`src/rtl/bcd_counter_10000.sv`:
```
// Four-digit BCD up/down counter with a binary mirror, a wrap pulse and an optional
// common-anode FND scanner enabled by the FND_SCAN_EN macro (tied off when undefined).
module bcd_counter_10000 #(
  parameter int DIGITS   = 4,
  parameter int SCAN_DIV = 100_000
) (
  input  logic                  clk,
  input  logic                  rst,
  input  logic                  i_tick,
  input  logic                  i_clear,
  input  logic                  i_mode,
  output logic [4*DIGITS-1:0]   o_bcd,
  output logic [13:0]           o_count_bin,
  output logic                  o_wrap,
  output logic [3:0]            o_fnd_com,
  output logic [7:0]            o_fnd_data
);

  localparam logic [4*DIGITS-1:0] ALL_NINES = {DIGITS{4'h9}};
  localparam logic [13:0]         BIN_MAX   = 14'd9999;

  if (DIGITS != 4) begin : g_bad_digits
    $error("bcd_counter_10000: DIGITS must be 4");
  end
  if (SCAN_DIV < 2) begin : g_bad_scan_div
    $error("bcd_counter_10000: SCAN_DIV must be >= 2");
  end

  logic [4*DIGITS-1:0] bcd_q, bcd_d;
  logic [13:0]         bin_q, bin_d;
  logic                wrap_q, wrap_d;

  // Clear beats tick; the binary mirror steps in lockstep with the BCD digits.
  always_comb begin
    logic       carry;
    logic [3:0] dig;
    bcd_d  = bcd_q;
    bin_d  = bin_q;
    wrap_d = 1'b0;
    carry  = 1'b1;
    dig    = 4'd0;
    if (i_clear) begin
      bcd_d = '0;
      bin_d = '0;
    end else if (i_tick) begin
      if (!i_mode) begin
        if (bcd_q == ALL_NINES) begin
          bcd_d  = '0;
          bin_d  = '0;
          wrap_d = 1'b1;
        end else begin
          bin_d = bin_q + 14'd1;
          for (int i = 0; i < DIGITS; i++) begin
            dig = bcd_q[4*i +: 4];
            if (carry) begin
              if (dig == 4'd9) begin
                bcd_d[4*i +: 4] = 4'd0;
              end else begin
                bcd_d[4*i +: 4] = dig + 4'd1;
                carry = 1'b0;
              end
            end
          end
        end
      end else begin
        if (bcd_q == '0) begin
          bcd_d  = ALL_NINES;
          bin_d  = BIN_MAX;
          wrap_d = 1'b1;
        end else begin
          bin_d = bin_q - 14'd1;
          for (int i = 0; i < DIGITS; i++) begin
            dig = bcd_q[4*i +: 4];
            if (carry) begin
              if (dig == 4'd0) begin
                bcd_d[4*i +: 4] = 4'd9;
              end else begin
                bcd_d[4*i +: 4] = dig - 4'd1;
                carry = 1'b0;
              end
            end
          end
        end
      end
    end
  end

  always_ff @(posedge clk) begin
    if (!rst) begin
      bcd_q  <= '0;
      bin_q  <= '0;
      wrap_q <= 1'b0;
    end else begin
      bcd_q  <= bcd_d;
      bin_q  <= bin_d;
      wrap_q <= wrap_d;
    end
  end

  assign o_bcd       = bcd_q;
  assign o_count_bin = bin_q;
  assign o_wrap      = wrap_q;

`ifdef FND_SCAN_EN
  localparam int SCAN_W = $clog2(SCAN_DIV);

  logic [SCAN_W-1:0] scan_cnt_q, scan_cnt_d;
  logic [1:0]        idx_q, idx_d;
  logic [3:0]        com_q, com_d;
  logic [7:0]        seg_q, seg_d;
  logic [3:0]        cur_dig;

  function automatic logic [7:0] seg7(input logic [3:0] v);
    case (v)
      4'd0:    seg7 = 8'hC0;
      4'd1:    seg7 = 8'hF9;
      4'd2:    seg7 = 8'hA4;
      4'd3:    seg7 = 8'hB0;
      4'd4:    seg7 = 8'h99;
      4'd5:    seg7 = 8'h92;
      4'd6:    seg7 = 8'h82;
      4'd7:    seg7 = 8'hF8;
      4'd8:    seg7 = 8'h80;
      4'd9:    seg7 = 8'h90;
      default: seg7 = 8'hFF;
    endcase
  endfunction

  // Enables and segments are both built from the next index and next count, so they stay aligned.
  always_comb begin
    scan_cnt_d = scan_cnt_q + 1'b1;
    idx_d      = idx_q;
    if (scan_cnt_q == SCAN_W'(SCAN_DIV - 1)) begin
      scan_cnt_d = '0;
      idx_d      = idx_q + 2'd1;
    end
    com_d   = ~(4'b0001 << idx_d);
    cur_dig = bcd_d[{idx_d, 2'b00} +: 4];
    seg_d   = seg7(cur_dig);
  end

  always_ff @(posedge clk) begin
    if (!rst) begin
      scan_cnt_q <= '0;
      idx_q      <= 2'd0;
      com_q      <= 4'b1111;
      seg_q      <= 8'hFF;
    end else begin
      scan_cnt_q <= scan_cnt_d;
      idx_q      <= idx_d;
      com_q      <= com_d;
      seg_q      <= seg_d;
    end
  end

  assign o_fnd_com  = com_q;
  assign o_fnd_data = seg_q;
`else
  assign o_fnd_com  = 4'b1111;
  assign o_fnd_data = 8'hFF;
`endif

endmodule

```
`config.mk`:
```
export PLATFORM = sky130hd
export DESIGN_NAME = bcd_counter_10000
export DESIGN_NICKNAME = d
export VERILOG_FILES = /design/src/rtl/bcd_counter_10000.sv
export SDC_FILE = /design/constraint.sdc
export NUM_CORES = 1
export LEC_CHECK = 0
export ABC_AREA = 1
export BUFFER_PORTS_ARGS = -buffer_cell sky130_fd_sc_hd__clkbuf_2
export CAP_MARGIN = 10
export CORE_ASPECT_RATIO = 0.7
export CORE_MARGIN = 4
export CORE_UTILIZATION = 60
export CTS_CLUSTER_SIZE = 20
export DETAILED_ROUTE_END_ITERATION = 10
export PLACE_DENSITY = 0.85
export SYNTH_ARGS = -nofsm -noshare
export SYNTH_HDL_FRONTEND = slang
export SYNTH_SLANG_ARGS = --single-unit
```
`constraint.sdc`:
```
create_clock -name clk -period 3.17 [get_ports clk]
set_input_delay 0.1585 -clock clk [delete_from_list [all_inputs] [get_ports clk]]
set_output_delay 0.1585 -clock clk [all_outputs]
set_load 0.03 [all_outputs]
```
==> results of run 1 <==
## sequential cells by signal, summed over array words and instances, names as in the netlist
signal,flops
o_bcd,16
o_count_bin,14
o_wrap,1
## stage by stage
step	std cells	total power [uW]	worst slack, ns	instance area, um^2	hold slack [ns]
2_1_floorplan	470	717	1.49	2920	0.372
3_3_place_gp	534	768	1.39	2990	0.500
3_5_place_dp	534	772	1.32	2990	0.514
4_1_cts	542	1090	1.40	3080	0.342
5_1_grt	542	1160	1.19	3080	0.372
6_report	542	1090	1.31	3080	0.347
## layout make-up
| type | count | area share, % |
|---|---|---|
| clock buffers | 7 | 2.48 |
| clock inverters | 1 | 0.163 |
| inverters | 51 | 6.22 |
| multi-input cells | 361 | 62.8 |
| flip-flops and latches | 31 | 20.2 |
| well taps | 55 | 2.24 |
| repair buffers | 36 | 5.94 |
## worst paths after layout
| kind | cells past startpoint | to | slack, ns | startpoint |
|---|---|---|---|---|
| setup / recovery | 10 | o_count_bin[10] | 1.31 | o_count_bin[1] |
| hold / removal | 5 | o_bcd[13] | 0.35 | i_clear |
| setup reg to reg | 10 | o_count_bin[10] | 1.31 | o_count_bin[1] |
| hold reg to reg | 2 | o_count_bin[0] | 0.53 | o_count_bin[0] |
## power groups by stage
| stage | combinational [uW] | sequential (uW) | clock [uW] |
|---|---|---|---|
| after global placement | 325 | 442 | 0 |
| after CTS | 331 | 434 | 323 |
| after global routing | 376 | 440 | 343 |
| after detailed placement | 328 | 443 | 0 |
| final | 339 | 436 | 320 |
| after floorplan | 252 | 465 | 0 |
## cell families (layout without fill, tap and decap cells)
| group | Yosys count | count (layout) | share of synthesized area [%] |
|---|---|---|---|
| and+or+nand+nor | 245 | 245 | 40.8 |
| AOI/OAI and AO/OA | 77 | 77 | 14.5 |
| buffers and inverters | 78 | 95 | 12.9 |
| xor gates and xnor gates | 12 | 12 | 3.65 |
| adders and majority gates | 15 | 15 | 6.52 |
| DFF | 31 | 31 | 21.5 |
| other | 1 | 12 | 0.130 |
## layer usage
| metal | share of wire (%) | vias up | global-route usage, % |
|---|---|---|---|
| met5 | 0 | - | 0 |
| met4 | 1.5 | 0 | 8.46 |
| met3 | 13 | 17 | 5.46 |
| met2 | 40 | 215 | 36.9 |
| met1 | 46 | 1350 | 38.1 |
| li1 | - | 1524 | - |
## critical path, stage by stage, from the launching register on
cell and delay [ns]:
dfxtp_1 0.45, ha_1 0.23, nand2_1 0.09, nor2_1 0.39
nand2_1 0.15, o21ai_0 0.19, nand2_1 0.07, nand2_1 0.06
nand3_1 0.06, nand2_1 0.06, inv_1 0.03
## cells in the final DEF (no fill, tap or decap), drive strengths merged, types with 12 or more instances in the layout
cell type	instances
a21oi	29
clkbuf	42
conb	12
dfxtp	31
ha	15
inv	51
nand2	101
nand3	62
nor2	65
o21ai	40
==> flow_summary.yaml, run 1 <==
outcome:
  outcome: "complete, no violations"
global_route:
  antenna_found_initial: 0
  grt_pass1_wl_um: 12500
  first_global_vias: 2589
  grt_start_max_net_pins: 28
  grt_usage_pct: 25.8
  globalRouteOverflowTotal: 0
route:
  drcViolationCount: 0
  first_pass_iters: 6
  dr_total_vias: 3106
  post_drt_wl_per_cell_um: 13.9
  ant_nets: 0
  viasPerCell: 5.73
  routed_wl_um: 7530
  drt_iter0_drc: 436
clock_network:
  clock_sinks: 31
  cts_tree: "built"
  cts_hold_buf: 0
  htreeDepth: 2
  cts.root.buffer_cell: "clkbuf_8"
  cts_setup_buffers: 0
  clk_latency_ns: 0.29
  cts_buffers: 5
  cts_resized: 0
  cts.clk_slew.worst_paths_ns: 0.07
  clock_tree.buffer_depth: 2
yosys:
  synthTopCellsByArea: "dfxtp_1, nand2_1, nand3_1, nor2_1, o21ai_0"
  ys_ff_latch: 31
  netlist_area_um2: 2880
  yosysUniqueCellTypes: 35
  synth_warnings: 0
  synthCells: 459
  synth_top_cell_by_area: "dfxtp_1"
  synth_common_cells: "nand2_1, nor2_1, nand3_1, inv_1, o21ai_0"
  synth_area_per_cell_um2: 6.28
  synth_edf_count: 0
  yosysSeqAreaShare_pct: 21.5
  synth_top_area_share_pct: 21.5
  synthFlopType: "dfxtp_1"
  yosysMostFrequentCell: "nand2_1"
  ys_async_sr_fraction_pct: 0
timing:
  min_period_ns: 1.86
  hold_viol: 0
  worst_slew_pin_slew_ns: 0.625
  final-max-slew-violation-count: 0
  timing.final.crit_share_pct: 58.6
  rsz0062_at_grt: "no"
  setup_viol: 0
  fin_worst_skew_ns: 0.00602
  timing.fmax_ghz: 0.538
  fin_tns_setup_ns: 0
  relSlewSlack_pct: 58.3
final_layout:
  layout.nets: 506
  final_util_pct: 68.7
  diodes: 0
  drive_gt1_share_pct: 15.6
  area_growth_pct: 6.78
  final-seq-area_um2: 621
  multi_input_area_um2: 1930
  num-fill-cells: 391
placement:
  hpwl_um: 5440
  gp_congestion: 1.02
  io_buffers: 35
floorplanning:
  fp.coreArea_um2: 4480
  ios: 48
  die_h_um: 66.0
  die_area_um2: 5990
  die_w_um: 90.8
  start_util_pct: 64.3
  num_rows: 20
critical_path:
  arrival_ns: 2.05
  endpoint_kind: "register"
  cp.required_ns: 3.37
  crit_type: "reg2reg"
  cp-start-kind: "register"
  cp_max_fo: 6
power_and_ir_drop:
  power_density_nw_per_um2: 356
  p_seq_share_pct: 39.8
  p_leak_uw: 0.00149
  switching_share_pct: 39.8
  switchingPower_uw: 435
  p_int_uw: 659
  pwr-share-clk_pct: 29.3
  p_comb_share_pct: 31.0
  ir_drop_mv: 0.194
hold_path:
  hp-class: "in2reg"
job:
  cap_viol_max_count: 0
No activity file was read; power rests on OpenSTA's default activity.
==> run 2, diff against run 1 <==
Settings changed: CORE_UTILIZATION 60 to 57, PLACE_DENSITY 0.85 to 0.82.
Clock period 3.17 ns to 1.75 ns, I/O delays scaled along.
==> run 2 against run 1 <==
Compared with the run above: count of clock-buffer cells in the layout shrank 1; largest power group unchanged; cell count grew 5.0%; combinational power grew 94%; sequential power grew 80%; wire length grew 2.3%; core utilization shrank 1.4 points; largest cell class unchanged; clock power grew 83%; die area grew 4.7%; via count grew 1.1%.
==> flow_summary.yaml, run 2 (synthesis gave the netlist of run 1 again) <==
outcome:
  outcome: "complete, no violations"
floorplanning:
  ios: 48
  die_area_um2: 6270
  fp.coreArea_um2: 4830
  num_rows: 21
  start_util_pct: 59.6
  die_h_um: 67.5
  die_w_um: 93.0
critical_path:
  cp.required_ns: 1.96
  cp-start-kind: "register"
  cp_max_fo: 8
  r2r_start: "o_bcd[1]"
  endpoint_kind: "register"
  crit_type: "reg2reg"
  reg2regPathDepth: 9
  r2r_slack_ns: 0.13
  arrival_ns: 1.82
  reg2reg_to: "o_bcd[6]"
global_route:
  grt_start_max_net_pins: 27
  first_global_vias: 2618
  globalRouteOverflowTotal: 0
  grt_usage_pct: 25.2
  antenna_found_initial: 0
  grt_pass1_wl_um: 12600
route:
  viasPerCell: 5.52
  first_pass_iters: 5
  dr_total_vias: 3141
  ant_nets: 0
  drt_iter0_drc: 340
  routed_wl_um: 7710
  drcViolationCount: 0
  post_drt_wl_per_cell_um: 13.5
final_layout:
  area_growth_pct: 12.9
  layout_common_cells: "nand2_1, nor2_1, nand3_1"
  largest_reg_flops: 16
  layout.nets: 520
  drive_gt1_share_pct: 22.0
  num-fill-cells: 459
  layout_commonest_cell: "nand2_1"
  diodes: 0
placement:
  gp_congestion: 1.01
  hpwl_um: 5650
  io_buffers: 35
hold_path:
  hold_start: "i_tick"
  min_to: "o_count_bin[4]"
  hp-class: "in2reg"
  holdPathStages: 3
timing:
  hold_viol: 0
  timing.final.crit_share_pct: 92.3
  setup_viol: 0
  fin_worst_skew_ns: 0.0115
  fin_tns_setup_ns: 0
  timing.fmax_ghz: 0.619
  final-max-slew-violation-count: 0
  min_period_ns: 1.62
power_and_ir_drop:
  power_density_nw_per_um2: 623
  ir_drop_mv: 0.433
  power_uw: 2030
  p_leak_uw: 0.00158
clock_network:
  cts.root.buffer_cell: "clkbuf_8"
  clock_sinks: 31
  clock_tree.buffer_depth: 2
  cts_tree: "built"
  clk_latency_ns: 0.29
  cts_buffers: 5
  cts.clk_slew.worst_paths_ns: 0.07
  htreeDepth: 2
job:
  cap_viol_max_count: 0
[run 2: changes by cell type in the layout (fill, tap and decap cells not counted), sizes merged]
cell / before / now
buf: 1 / 15
clkbuf: 42 / 41
[run 2: through the flow]
step / instance area, um^2 / worst slack [ns] / cells / utilization (%) / hold slack [ns]
after detailed placement: 3110 / 0.0525 / 561 / 64.3 / 0.500
final: 3250 / 0.135 / 569 / 67.3 / 0.295
after global placement: 3110 / 0.113 / 561 / 64.3 / 0.493
after floorplan: 2920 / 0.0710 / 470 / - / 0.301
after CTS: 3200 / 0.0497 / 568 / 66.1 / 0.284
after global routing: 3250 / -0.0144 / 569 / 67.3 / 0.312
[run 2: layout make-up]
cell class / count / area, um^2 / share of cell area, %
clock buffers: 6 / 82.6 / 2.54
clock inverters: 1 / 5.00 / 0.154
inverters: 51 / 191 / 5.89
multi-input cells: 361 / 1980 / 60.8
flip-flops and latches: 31 / 623 / 19.2
well taps: 69 / 86.3 / 2.65
repair buffers: 50 / 288 / 8.85
[run 2: metal layers]
| metal | part of all wire, % | global-route usage [%] | routed length, um | vias up |
|---|---|---|---|---|
| met5 | 0 | 0 | 0 | - |
| met4 | 1.0 | 5.85 | 78 | 0 |
| met3 | 12 | 5.12 | 919 | 13 |
| met2 | 41 | 37.1 | 3180 | 171 |
| met1 | 46 | 37.4 | 3530 | 1396 |
| li1 | - | - | - | 1561 |
[run 2: where the power goes]
group | leakage (uW) | internal, uW | switching, uW | total [uW]
registers | 0.000253 | 736 | 48.0 | 784
logic | 0.00128 | 202 | 454 | 656
clock network | 0.0000470 | 308 | 278 | 586
total | 0.00158 | 1250 | 780 | 2030
[run 2: worst max-delay path, stage by stage, from the launching register on]
cell     delay [ns]
dfxtp_1        0.31
inv_1          0.11
ha_1           0.21
nand3_4        0.14
nand2_4        0.10
inv_2          0.07
nor3_4         0.16
buf_4          0.18
o21ai_0        0.08
a21oi_1        0.15
[run 2: timing repair]
item / in CTS / in global routing
gates resized for setup: 0 / 23
setup endpoints to repair: 0 / 22
setup buffers: 0 / 1
hold buffers: 0 / 0
[run 2: how the worst max path moves through the flow]
stage	endpoint	from	cells past startpoint
after floorplan	o_count_bin[13]	o_bcd[8]	10
after CTS	o_bcd[9]	o_bcd[4]	6
after global routing	o_count_bin[9]	o_bcd[12]	10
final	o_bcd[6]	o_bcd[1]	9
after global placement	o_count_bin[10]	o_count_bin[1]	10
after detailed placement	o_bcd[9]	o_bcd[4]	6
